## src/rtl/hyperbus_word_adapter.sv

```systemverilog
`default_nettype none
// ============================================================================
// Module      : hyperbus_word_adapter
// Description : Word/register request front-end for hyperbus_interface.
//               Builds the CA packet, streams write bytes and assembles
//               read bytes, and returns one response per request.
// Revision    : 1.0 - initial release
// ============================================================================
module hyperbus_word_adapter #(
    parameter int W_ADDR     = 22,
    parameter int W_BURSTLEN = 5
) (
    input  logic                  clk,
    input  logic                  rst,
    input  logic                  req_vld,
    output logic                  req_rdy,
    input  logic                  req_write,
    input  logic                  req_reg,
    input  logic [W_ADDR-1:0]     req_addr,
    input  logic [31:0]           req_wdata,
    output logic                  rsp_vld,
    input  logic                  rsp_rdy,
    output logic                  rsp_write,
    output logic [31:0]           rsp_rdata,
    output logic [47:0]           cmd_addr,
    output logic                  start,
    input  logic                  start_rdy,
    output logic [W_BURSTLEN-1:0] burst_len,
    output logic [7:0]            wdata,
    input  logic                  wdata_rdy,
    input  logic [7:0]            rdata,
    input  logic                  rdata_vld
);

    typedef enum logic [1:0] {
        S_IDLE  = 2'd0,
        S_ISSUE = 2'd1,
        S_DATA  = 2'd2,
        S_RESP  = 2'd3
    } state_t;

    localparam logic [W_BURSTLEN-1:0] c_bl_mem = W_BURSTLEN'(2);
    localparam logic [W_BURSTLEN-1:0] c_bl_reg = W_BURSTLEN'(1);
    localparam logic [2:0]            c_n_mem  = 3'd4;
    localparam logic [2:0]            c_n_reg  = 3'd2;

    state_t                r_state_q,     w_state_d;
    logic                  r_write_q,     w_write_d;
    logic                  r_reg_q,       w_reg_d;
    logic [47:0]           r_cmd_addr_q,  w_cmd_addr_d;
    logic [W_BURSTLEN-1:0] r_burst_len_q, w_burst_len_d;
    logic                  r_start_q,     w_start_d;
    logic [31:0]           r_shift_q,     w_shift_d;
    logic [2:0]            r_cnt_q,       w_cnt_d;
    logic                  r_busy_seen_q, w_busy_seen_d;
    logic                  r_rsp_vld_q,   w_rsp_vld_d;
    logic                  r_rsp_write_q, w_rsp_write_d;
    logic [31:0]           r_rsp_rdata_q, w_rsp_rdata_d;

    logic [31:0] w_hw;
    logic [47:0] w_cmd;
    logic [2:0]  w_n;
    logic        w_cnt_done;

    // Memory requests carry a word address; HyperBus addresses halfwords.
    assign w_hw       = req_reg ? 32'(req_addr) : 32'({req_addr, 1'b0});
    assign w_cmd      = {~req_write, req_reg, 1'b1, w_hw[31:3], 13'h0, w_hw[2:0]};
    assign w_n        = r_reg_q ? c_n_reg : c_n_mem;
    assign w_cnt_done = (r_cnt_q == w_n);

    always_comb begin
        w_state_d     = r_state_q;
        w_write_d     = r_write_q;
        w_reg_d       = r_reg_q;
        w_cmd_addr_d  = r_cmd_addr_q;
        w_burst_len_d = r_burst_len_q;
        w_start_d     = r_start_q;
        w_shift_d     = r_shift_q;
        w_cnt_d       = r_cnt_q;
        w_busy_seen_d = r_busy_seen_q;
        w_rsp_vld_d   = r_rsp_vld_q;
        w_rsp_write_d = r_rsp_write_q;
        w_rsp_rdata_d = r_rsp_rdata_q;

        case (r_state_q)
            S_IDLE: begin
                if (req_vld) begin
                    w_write_d     = req_write;
                    w_reg_d       = req_reg;
                    w_cmd_addr_d  = w_cmd;
                    w_burst_len_d = req_reg ? c_bl_reg : c_bl_mem;
                    // Register writes only carry 16 bits; left-align them.
                    w_shift_d     = req_reg ? {req_wdata[15:0], 16'h0} : req_wdata;
                    w_start_d     = 1'b1;
                    w_state_d     = S_ISSUE;
                end
            end

            S_ISSUE: begin
                if (r_start_q && start_rdy) begin
                    w_start_d     = 1'b0;
                    w_cnt_d       = 3'd0;
                    w_busy_seen_d = 1'b0;
                    w_state_d     = S_DATA;
                end
            end

            S_DATA: begin
                w_busy_seen_d = r_busy_seen_q | ~start_rdy;
                if (r_write_q) begin
                    if (wdata_rdy && !w_cnt_done) begin
                        w_shift_d = {r_shift_q[23:0], 8'h0};
                        w_cnt_d   = r_cnt_q + 3'd1;
                    end
                end else begin
                    if (rdata_vld && !w_cnt_done) begin
                        w_shift_d = {r_shift_q[23:0], rdata};
                        w_cnt_d   = r_cnt_q + 3'd1;
                    end
                end
                // The interface must have gone busy and returned to idle.
                if (w_cnt_done && r_busy_seen_q && start_rdy) begin
                    w_rsp_vld_d   = 1'b1;
                    w_rsp_write_d = r_write_q;
                    if (r_write_q) begin
                        w_rsp_rdata_d = 32'h0;
                    end else if (r_reg_q) begin
                        w_rsp_rdata_d = {16'h0, r_shift_q[15:0]};
                    end else begin
                        w_rsp_rdata_d = r_shift_q;
                    end
                    w_state_d = S_RESP;
                end
            end

            S_RESP: begin
                if (rsp_rdy) begin
                    w_rsp_vld_d = 1'b0;
                    w_state_d   = S_IDLE;
                end
            end

            default: begin
                w_state_d = S_IDLE;
            end
        endcase
    end

    always_ff @(posedge clk or posedge rst) begin
        if (rst) begin
            r_state_q     <= S_IDLE;
            r_write_q     <= 1'b0;
            r_reg_q       <= 1'b0;
            r_cmd_addr_q  <= 48'h0;
            r_burst_len_q <= c_bl_mem;
            r_start_q     <= 1'b0;
            r_shift_q     <= 32'h0;
            r_cnt_q       <= 3'd0;
            r_busy_seen_q <= 1'b0;
            r_rsp_vld_q   <= 1'b0;
            r_rsp_write_q <= 1'b0;
            r_rsp_rdata_q <= 32'h0;
        end else begin
            r_state_q     <= w_state_d;
            r_write_q     <= w_write_d;
            r_reg_q       <= w_reg_d;
            r_cmd_addr_q  <= w_cmd_addr_d;
            r_burst_len_q <= w_burst_len_d;
            r_start_q     <= w_start_d;
            r_shift_q     <= w_shift_d;
            r_cnt_q       <= w_cnt_d;
            r_busy_seen_q <= w_busy_seen_d;
            r_rsp_vld_q   <= w_rsp_vld_d;
            r_rsp_write_q <= w_rsp_write_d;
            r_rsp_rdata_q <= w_rsp_rdata_d;
        end
    end

    assign req_rdy   = (r_state_q == S_IDLE);
    assign start     = r_start_q;
    assign cmd_addr  = r_cmd_addr_q;
    assign burst_len = r_burst_len_q;
    assign rsp_vld   = r_rsp_vld_q;
    assign rsp_write = r_rsp_write_q;
    assign rsp_rdata = r_rsp_rdata_q;
    assign wdata     = (r_state_q == S_DATA && r_write_q && !w_cnt_done) ? r_shift_q[31:24] : 8'h0;

endmodule
`default_nettype wire

```

## config.mk

```make
export PLATFORM = sky130hd
export DESIGN_NAME = hyperbus_word_adapter
export DESIGN_NICKNAME = d
export VERILOG_FILES = /design/src/rtl/hyperbus_word_adapter.sv
export SDC_FILE = /design/constraint.sdc
export NUM_CORES = 1
export LEC_CHECK = 0
export ABC_AREA = 1
export ABC_CLOCK_PERIOD_IN_PS = 4470
export CAP_MARGIN = 20
export CELL_PAD_IN_SITES_DETAIL_PLACEMENT = 1
export CELL_PAD_IN_SITES_GLOBAL_PLACEMENT = 2
export CORE_MARGIN = 8
export CORE_UTILIZATION = 26
export DETAILED_ROUTE_END_ITERATION = 12
export PLACE_DENSITY_LB_ADDON = 0.05
export SETUP_SLACK_MARGIN = 0.5
export SLEW_MARGIN = 25
export SYNTH_ARGS = -nofsm -noshare
export SYNTH_HDL_FRONTEND = slang
export SYNTH_SLANG_ARGS = --single-unit
```

## constraint.sdc

```tcl
create_clock -name clk -period 4.47 [get_ports clk]
set_clock_uncertainty 0.2 [all_clocks]
set_input_delay 0.894 -clock clk [delete_from_list [all_inputs] [get_ports clk]]
set_output_delay 0.894 -clock clk [all_outputs]
set_load 0.005 [all_outputs]
```

---- Word-level counts from Yosys, hierarchy flattened ----
Index checks and enable logic that the tools add are counted.
storage, ports and cells
  logic and storage cells ................. 76
  bits in registers ....................... 115
cells by class
  reduce and logical (&&, ||, !) cells .... 21
  bitwise gates (word level) .............. 3
  equality and inequality tests ........... 10
  muxes and demuxes ....................... 29
  add/subtract/negate cells ............... 1
operator list
  cell                                                  count
  2-to-1 mux 32 bit                                     7
  one-hot mux 32 bit (2 select lines)                   1
  2-to-1 mux 23 bit                                     1
  2-to-1 mux 3 bit                                      5
  AND reduction 4 bit                                   3
  2-to-1 mux 2 bit                                      5
  2-to-1 mux 8 bit                                      1
  inequality test 2 bit (second input constant)         4
  one-hot mux 2 bit (4 select lines)                    1
  nonzero test 2 bit                                    4
  logical AND 1 bit                                     7
  inequality test 3 bit (second input constant)         2
  one-hot mux 1 bit (2 select lines)                    3
  one-hot mux 3 bit (2 select lines)                    1
  AND reduction 2 bit                                   3
  AND reduction 3 bit                                   2
  equality test 2 bit (second input constant)           2
  2-to-1 mux 1 bit                                      4
  adder 3 x 1 -> 3 bit (second input constant)          1
  equality test 3 bit                                   1
  equality test 2 x 1 -> 1 bit (second input constant)  1
  logical NOT 2 bit                                     1
  NOT 1 bit                                             2
  logical NOT 1 bit                                     1
  OR 1 bit                                              1

---- Depth between registers and ports, before layout ----
Gate-level depths: netlist of run 1.
  word-level depth ........................ 7
  gate-level depth with buffers ........... 10
  depth with buffers taken out ............ 9

---- Worst setup path after synthesis of run 1 ----
Ideal clock, no wire load.
  kind .................................... register -> output
  from .................................... register r_state_q[0]
  to ...................................... output wdata[0]
  cell stages (with the launch flop) ...... 7
  setup slack ............................. 2.249 ns
  arrival ................................. 1.127 ns
  cell sequence ........................... dfrtp_1 inv_1 ha_1 nand2_1 inv_1 nand2_1 nor2_1
between the ends
  longest elaborated chain between the ends .. 4
RTL lines
  item                             RTL line  source
  start, declared                  47        state_t r_state_q, w_state_d;
  start signal, assigned           164       r_state_q <= w_state_d;
  equality test 2 bit              186       assign wdata = (r_state_q == S_DATA && r_write_q && !w_cnt_done) ? r_shift_q[31:24] : 8'h0;
  logical AND 1 bit (2 in series)  186
  2-to-1 mux 8 bit                 186
  end, declared                    29        output logic [7:0] wdata,
Every way passes these cells.

---- Final worst setup path of run 1 ----
Ends and elaborated chain as after synthesis.

==> results of run 1 <==
## how the worst max path moves through the flow
| stage | startpoint | to | depth (start not counted) |
|---|---|---|---|
| final | r_state_q[0]$_DFFE_PP0P_ | wdata[0] | 7 |
| after floorplan | rst | burst_len[0]$_DFFE_PP0P_ | 1 |
| after global routing | r_state_q[0]$_DFFE_PP0P_ | wdata[7] | 7 |
| after detailed placement | req_vld | r_shift_q[5]$_DFFE_PP0P_ | 8 |
| after CTS | r_state_q[0]$_DFFE_PP0P_ | wdata[0] | 7 |
| after global placement | req_vld | r_shift_q[31]$_DFFE_PP0P_ | 8 |
## sequential cells by signal, indices dropped and copies added, names as in the netlist
register	flops
burst_len	2
rsp_vld	1
r_state_q	2
rsp_write	1
rsp_rdata	32
r_busy_seen_q	1
start	1
r_shift_q	32
r_write_q	1
cmd_addr	25
r_cnt_q	3
## where the power goes
group	total (W)	internal [W]	switching, W
Clock	0.000817	0.000460	0.000356
Sequential	0.00145	0.00124	0.000210
Combinational	0.00173	0.000749	0.000978
Total	0.00400	0.00245	0.00154
## worst max-delay path, cell delays in order, from the launching register on
cell	delay [ns]
sky130_fd_sc_hd__dfrtp_1	0.42
sky130_fd_sc_hd__inv_1	0.12
sky130_fd_sc_hd__ha_1	0.21
sky130_fd_sc_hd__nand2_1	0.07
sky130_fd_sc_hd__inv_1	0.10
sky130_fd_sc_hd__nand2_1	0.25
sky130_fd_sc_hd__nor2_1	0.19
sky130_fd_sc_hd__clkdlybuf4s50_1	0.52
## area by class of cell
type                    instances  area [µm²]
fillers                      2330       12400
flip-flops and latches        101        2530
multi-input cells             411        2020
repair buffers                150        1490
well taps                     265         332
inverters                      78         295
clock buffers                  11         253
clock inverters                 4        47.5
## cell usage in the layout, fill, tap and decap left out
cell type,netlist,layout
sky130_fd_sc_hd__clkinvlp_4,0,1
sky130_fd_sc_hd__bufinv_16,0,1
sky130_fd_sc_hd__clkbuf_16,0,9
sky130_fd_sc_hd__inv_4,0,1
sky130_fd_sc_hd__nand2_2,15,15
sky130_fd_sc_hd__nand4_2,1,1
sky130_fd_sc_hd__clkdlybuf4s50_1,0,142
sky130_fd_sc_hd__inv_1,73,72
sky130_fd_sc_hd__o21ai_2,1,1
sky130_fd_sc_hd__nand3_1,4,4
sky130_fd_sc_hd__o211ai_1,2,2
sky130_fd_sc_hd__nand4_1,37,37
sky130_fd_sc_hd__dfrtp_1,100,100
sky130_fd_sc_hd__nand2_1,195,195
sky130_fd_sc_hd__o21a_1,1,1
sky130_fd_sc_hd__o22ai_1,8,8
sky130_fd_sc_hd__o21ai_1,17,17
sky130_fd_sc_hd__inv_2,5,5
sky130_fd_sc_hd__nand3_4,1,1
sky130_fd_sc_hd__o21ai_0,56,56
sky130_fd_sc_hd__nand3_2,1,1
sky130_fd_sc_hd__clkinv_2,0,2
sky130_fd_sc_hd__dfstp_2,1,1
sky130_fd_sc_hd__nor2_1,12,12
sky130_fd_sc_hd__o221ai_1,21,21
sky130_fd_sc_hd__xnor2_1,1,1
sky130_fd_sc_hd__nand2_4,2,2
sky130_fd_sc_hd__buf_4,31,7
sky130_fd_sc_hd__or2_2,3,3
sky130_fd_sc_hd__ha_1,6,6
sky130_fd_sc_hd__a21oi_1,2,2
sky130_fd_sc_hd__buf_12,0,1
sky130_fd_sc_hd__conb_1,1,25
sky130_fd_sc_hd__clkbuf_8,0,2
## layer usage
layer | vias to the layer above | wire length [µm] | GRT usage, %
li1 | 2224 | - | -
met5 | - | 0 | 0
met3 | 14 | 894 | 3.45
met1 | 2243 | 7850 | 18.3
met2 | 96 | 9640 | 27.0
met4 | 0 | 225 | 4.35
## stage by stage
| step | worst slack, ns | hold WS [ns] | total power (W) | util, % |
|---|---|---|---|---|
| 2_1_floorplan | 0.731 | 0.242 | 0.00247 | - |
| 3_3_place_gp | 1.32 | 0.253 | 0.00320 | 34.4 |
| 3_5_place_dp | 1.24 | 0.258 | 0.00324 | 34.4 |
| 4_1_cts | 1.04 | 0.276 | 0.00408 | 35.9 |
| 5_1_grt | 0.879 | 0.295 | 0.00432 | 35.9 |
| 6_report | 1.13 | 0.268 | 0.00400 | 35.9 |
## cells by family (layout without fill, tap and decap cells)
family,count (synthesis),count (layout),share of synthesized area [%]
AO/OA/AOI/OAI,108,108,12.5
flip-flops,101,101,49.3
buffers and inverters,136,243,13.1
XOR/XNOR,1,1,0.171
other,1,25,0.0731
adder cells (fa/ha/maj),6,6,1.46
AND/OR/NAND/NOR,271,271,23.5
## Yosys cell counts (2+ instances only)
cell type	number	area (µm²)
sky130_fd_sc_hd__buf_6	3	33.8
sky130_fd_sc_hd__nor2_1	12	45.0
sky130_fd_sc_hd__inv_1	73	274
sky130_fd_sc_hd__nand3_1	4	20.0
sky130_fd_sc_hd__nand2_2	15	93.8
sky130_fd_sc_hd__dfrtp_1	100	2500
sky130_fd_sc_hd__o21ai_1	17	85.1
sky130_fd_sc_hd__a21oi_1	2	10.0
sky130_fd_sc_hd__clkbuf_1	6	22.5
sky130_fd_sc_hd__buf_2	18	90.1
sky130_fd_sc_hd__o211ai_1	2	15.0
sky130_fd_sc_hd__nand2_4	2	22.5
sky130_fd_sc_hd__ha_1	6	75.1
sky130_fd_sc_hd__nand2_1	195	732
sky130_fd_sc_hd__o21ai_0	56	280
sky130_fd_sc_hd__or2_2	3	18.8
sky130_fd_sc_hd__o221ai_1	21	184
sky130_fd_sc_hd__o22ai_1	8	50.1
sky130_fd_sc_hd__buf_4	31	233
sky130_fd_sc_hd__inv_2	5	18.8
sky130_fd_sc_hd__nand4_1	37	231
==> summary.md, run 1 <==
| Metric | Value |
|---|---|
| Post-synthesis instance area | `5130 µm²` |
| Count of buffers from port buffering | `142` |
| Leakage power | `3.31 nW` |
| Die boundary height | `157 µm` |
| Setup Total Neg Slack | `0 ns` |
| Share of layout cells above drive strength 1 | `7.15%` |
| Count of distinct cell types in the synthesized netlist | `29` |
| Clock period minus final worst setup slack | `3.34 ns` |
| Clock Root Buffer | `sky130_fd_sc_hd__clkbuf_16` |
| DRT Wirelength | `18600 µm` |
| # DRC | `0` |
| Hold Path Sink | `rsp_rdata[15]$_DFFE_PP0P_` |
| Detail-routed via count per cell | `4.49` |
| Critical path start-end classification | `flip-flop to output pin` |
| Total of cells resized after clock tree synthesis | `0` |
| Number of top-level pins | `168` |
| Core area | `19400 µm²` |
| Worst vdd rail ir drop | `208 µV` |
| Clock latency on the worst-skew pair | `~0.36 ns` |
| Hold WC Path Type | `flip-flop to flip-flop` |
| Commonest register cell after synthesis | `sky130_fd_sc_hd__dfrtp_1` |
| FFs w/ async S/R, synth | `100%` |
| Number of max-cap violations | `0` |
| Startpoint class of the critical path | `flip-flop` |
| Post-layout instance area | `6970 µm²` |
| Count of nets left with antenna violations after detail routing | `0` |
| Maximum buffer depth of the clock tree | `2` |
| Post-CTS setup-driven buffer insertion count | `0` |
| Die Width | `157 µm` |
| Reg2reg end | `r_shift_q[5]$_DFFE_PP0P_` |
| Final hold viol count | `0` |
| GP Congestion | `0.740` |
| Cell count of the worst reg-to-reg path | `9` |
| Power per Cell Area | `573 nW/µm²` |
| Row Count | `51` |
| CTS tree | `done` |
| Final count of negative-setup-slack endpoints | `0` |
| Count of non-filler cells in the finished layout | `1020` |
| Endpoint kind of the worst setup timing path | `output pin` |
| Count of cells along the worst hold path | `2` |
| Register clock-pin slew on the reported worst setup and hold paths | `around 0.070 ns` |
| Status | `completed` |
| Number of flops mapped to enable cells by yosys | `0` |
| Hold-fix buffers, CTS | `0` |
| Required arrival time at the worst endpoint | `about 3.4 ns` |
| CTS H-Tree Depth | `3` |
| Post-placement cell count | `1005` |
| Worst-margin pin slew | `0.875 ns` |
| First-pass detailed-route iteration total | `4` |
| Violation count after the first detailed-routing iteration | `279` |
| Final HPWL from detailed placement | `13900 µm` |
| Max-slew headroom at the worst pin | `41.6%` |
| Vias after detailed routing | `4577` |
| Placed instance area | `6670 µm²` |
| Setup repair after global routing missed its margin | `no` |
| Area of the die | `~24000 µm²` |
| Number of antenna violations at the first check in global routing | `0` |
| Layout Area Growth over Synthesis | `35.8%` |
| Number of global-route vias before repair | `5130` |
| Post-DR wirelength/cell | `approximately 18 µm` |
| Pin count of the biggest net entering global routing | `55` |
| Post-synthesis register bit count | `~100` |
| Reg-to-reg setup timing slack | `1.51 ns` |
| Final worst-path cycle share | `74.6%` |
| Post-synthesis sequential area ratio | `around 49%` |
| Wire length of the first global-routing pass | `28900 µm` |
| Initial Utilization | `26.5%` |
| Sinks on Clock Net | `101` |
| Aggregate global-route resource usage | `15.3%` |
| Number of inserted diodes | `0` |
| Maximum fanout along the worst path | `8` |
| Average size of a mapped cell | `between 8 and 9 µm²` |
| Crit Reg-Reg Startpoint | `r_state_q[0]$_DFFE_PP0P_` |
| Startpoint of the lowest-slack hold path | `rsp_rdata[15]$_DFFE_PP0P_` |
| Count of yosys warnings during synthesis | `0` |
| Peak clock frequency supported by timing | `0.300 GHz` |
| Arrival time of the worst setup path | `2.24 ns` |
| Number of clock buffers inserted by TritonCTS | `9` |
| Post-synthesis cell count | `624` |
| Overall overflow remaining after global route | `0` |
| Layout net count | `828` |
| Max-slew violation count | `0` |
Note: power is estimated with default switching activity, not from simulation.
==> run 2: changes to the inputs <==
ABC_CLOCK_PERIOD_IN_PS = 2750   (was 4470)
CORE_UTILIZATION = 23   (was 26)
clock period = 2.75 ns   (was 4.47 ns; I/O delays follow)
==> run 2 against run 1 <==
  * Critical endpoint unchanged
  * Worst hold slack better by 0.0037 ns
  * Non-clock buffer count up 25
  * Clock power up 57%
  * Sequential share of layout area down 1.6 points
==> summary.md, run 2 (synthesis results as in run 1) <==
| Metric | Value |
|---|---|
| Layout Area Growth over Synthesis | `42.4% (was 35.8%)` |
| Layout net count | `854 (was 828)` |
| Sinks on Clock Net | `101 (unchanged)` |
| Number of clock buffers inserted by TritonCTS | `9 (unchanged)` |
| Final worst slack | `0.521 ns (was 1.13 ns)` |
| Leakage power | `3.45 nW (was 3.31 nW)` |
| Post-DR wirelength/cell | `18.8 µm (was 18.3 µm)` |
| Row Count | `54 (was 51)` |
| Vias after detailed routing | `4799 (was 4577)` |
| Post-placement cell count | `1029 (was 1005)` |
| Worst hold slack | `0.271 ns (was 0.268 ns)` |
| Number of antenna violations at the first check in global routing | `1 (was 0)` |
| Power per Cell Area | `954 nW/µm² (was 573 nW/µm²)` |
| Status | `completed (unchanged)` |
| Number of max-cap violations | `0 (unchanged)` |
| Overall overflow remaining after global route | `0 (unchanged)` |
| Initial Utilization | `23.4% (was 26.5%)` |
| First-pass detailed-route iteration total | `4 (unchanged)` |
| Core area | `21900 µm² (was 19400 µm²)` |
| Count of nets left with antenna violations after detail routing | `0 (unchanged)` |
| Aggregate global-route resource usage | `15.0% (was 15.3%)` |
| CTS H-Tree Depth | `3 (unchanged)` |
| Clock period minus final worst setup slack | `2.23 ns` |
| Max-slew violation count | `0 (unchanged)` |
| GP Congestion | `0.726 (was 0.740)` |
| Number of inserted diodes | `0 (unchanged)` |
| Arrival time of the worst setup path | `1.48 ns (was 2.24 ns)` |
| Critical path start-end classification | `flip-flop to output pin (unchanged)` |
| Commonest non-fill, non-tap cell in the layout | `sky130_fd_sc_hd__nand2_1 (unchanged)` |
| Setup Total Neg Slack | `0 ns (unchanged)` |
| Maximum fanout along the worst path | `8 (unchanged)` |
| Final count of negative-setup-slack endpoints | `0 (unchanged)` |
| Final worst-path cycle share | `81.1%` |
| CTS tree | `done (unchanged)` |
| Share of layout cells above drive strength 1 | `13.6% (was 7.15%)` |
| Slowest Stage Delay on Critical Path | `0.39 ns (was 0.52 ns)` |
| Startpoint class of the critical path | `flip-flop (unchanged)` |
| DRT Wirelength | `19900 µm (was 18600 µm)` |
| Final HPWL from detailed placement | `14600 µm (was 13900 µm)` |
| Detail-routed via count per cell | `4.52 (was 4.49)` |
| Fill count | `2591 (was 2330)` |
| Required arrival time at the worst endpoint | `2.00 ns (was 3.38 ns)` |
| Number of top-level pins | `168 (unchanged)` |
| Clock Root Buffer | `sky130_fd_sc_hd__clkbuf_16 (unchanged)` |
| Final hold viol count | `0 (unchanged)` |
| Setup repair after global routing missed its margin | `yes (was no)` |
| Register clock-pin slew on the reported worst setup and hold paths | `0.07 ns (about the same)` |
| Clock latency on the worst-skew pair | `0.35 ns (was 0.36 ns)` |
| Utilization of the core after routing | `33.4% (was 35.9%)` |
| Top library cells by usage in the layout, fill and taps aside | `193 x sky130_fd_sc_hd__nand2_1, 133 x sky130_fd_sc_hd__clkdlybuf4s50_1, 98 x sky130_fd_sc_hd__dfrtp_1 (was 195 x sky130_fd_sc_hd__nand2_1, 142 x sky130_fd_sc_hd__clkdlybuf4s50_1, 100 x sky130_fd_sc_hd__dfrtp_1)` |
| Worst slack at placement | `0.142 ns (was 1.24 ns)` |
| Number of global-route vias before repair | `5358 (was 5130)` |
| Count of buffers from port buffering | `142 (unchanged)` |
| Pin count of the biggest net entering global routing | `58 (was 55)` |
| Peak clock frequency supported by timing | `0.449 GHz` |
| Worst vdd rail ir drop | `384 µV (was 208 µV)` |
| Hold WC Path Type | `flip-flop to flip-flop (unchanged)` |
| Count of non-filler cells in the finished layout | `1062 (was 1020)` |
| Master of the slowest instance on the critical path | `sky130_fd_sc_hd__dfrtp_1 (was sky130_fd_sc_hd__clkdlybuf4s50_1)` |
| Violation count after the first detailed-routing iteration | `227 (was 279)` |
| Die Width | `165 µm (was 157 µm)` |
| Endpoint kind of the worst setup timing path | `output pin (unchanged)` |
| Maximum buffer depth of the clock tree | `2 (unchanged)` |
| Wire length of the first global-routing pass | `31400 µm (was 28900 µm)` |
| Die boundary height | `165 µm (was 157 µm)` |
| Chain of cells forming the critical path | `inv_2 > ha_4 > nand2_4 > inv_4 > nand2_8 > nor2_4 > buf_2 (was inv_1 > ha_1 > nand2_1 > inv_1 > nand2_1 > nor2_1 > clkdlybuf4s50_1)` |
| # DRC | `0 (unchanged)` |
| Area of the die | `27400 µm² (was 24500 µm²)` |
run 2: layout make-up:
cell class | count | area (µm²) | area share (%)
Inverter | 78 | 299 | 4.09
Clock buffer | 12 | 256 | 3.51
Timing Repair Buffer | 175 | 1690 | 23.1
Clock inverter | 4 | 31.3 | 0.428
Sequential cell | 101 | 2530 | 34.6
Multi-Input combinational cell | 412 | 2150 | 29.5
Tap cell | 280 | 350 | 4.79
run 2: layer usage:
layer	up-vias	part of all wire, %	global-route usage (%)	wire, µm
met4	2	1.6	4.14	315
met3	18	5.0	3.35	989
li1	2286	-	-	-
met1	2389	43	18.6	8640
met2	104	50	25.8	10000
met5	-	0.045	0	9
run 2: worst paths after layout:
path	start	end	slack [ns]	cells after the start
max in group asynchronous	rst	r_shift_q[1]$_DFFE_PP0P_	1.42	3
min in group asynchronous	rst	rsp_rdata[26]$_DFFE_PP0P_	0.30	2
max reg2reg	r_state_q[1]$_DFFE_PP0P_	r_shift_q[12]$_DFFE_PP0P_	0.63	10
min reg2reg	cmd_addr[45]$_DFFE_PP0P_	cmd_addr[45]$_DFFE_PP0P_	0.27	1
min	cmd_addr[45]$_DFFE_PP0P_	cmd_addr[45]$_DFFE_PP0P_	0.27	1
max	r_state_q[0]$_DFFE_PP0P_	wdata[0]	0.52	7
run 2: worst max-delay path, delay by kind of cell, from the launching register on:
family / cells / cell delay [ns]
fa+ha+maj: 1 / 0.16
buf+inv: 3 / 0.29
flops: 1 / 0.39
simple gates: 3 / 0.28
run 2: timing repair:
item	CTS	global route
endpoints found under the setup margin	59	49
resized for setup	62	12
pin swaps	9	10
buffers inserted	8	8
gates cloned	1	0
hold buffers	0	0
run 2: where the power goes:
part,internal [W],switching [W],total (W)
clock,0.000669,0.000615,0.00128
sequential,0.00202,0.000336,0.00236
combinational,0.00152,0.00182,0.00333
total,0.00421,0.00277,0.00698
run 2: stage by stage:
step           power, W  cell area, µm²
4_1_cts         0.00697            7200
3_3_place_gp    0.00528            6760
5_1_grt         0.00755            7310
6_report        0.00698            7310
3_5_place_dp    0.00536            6760
2_1_floorplan   0.00401            5230
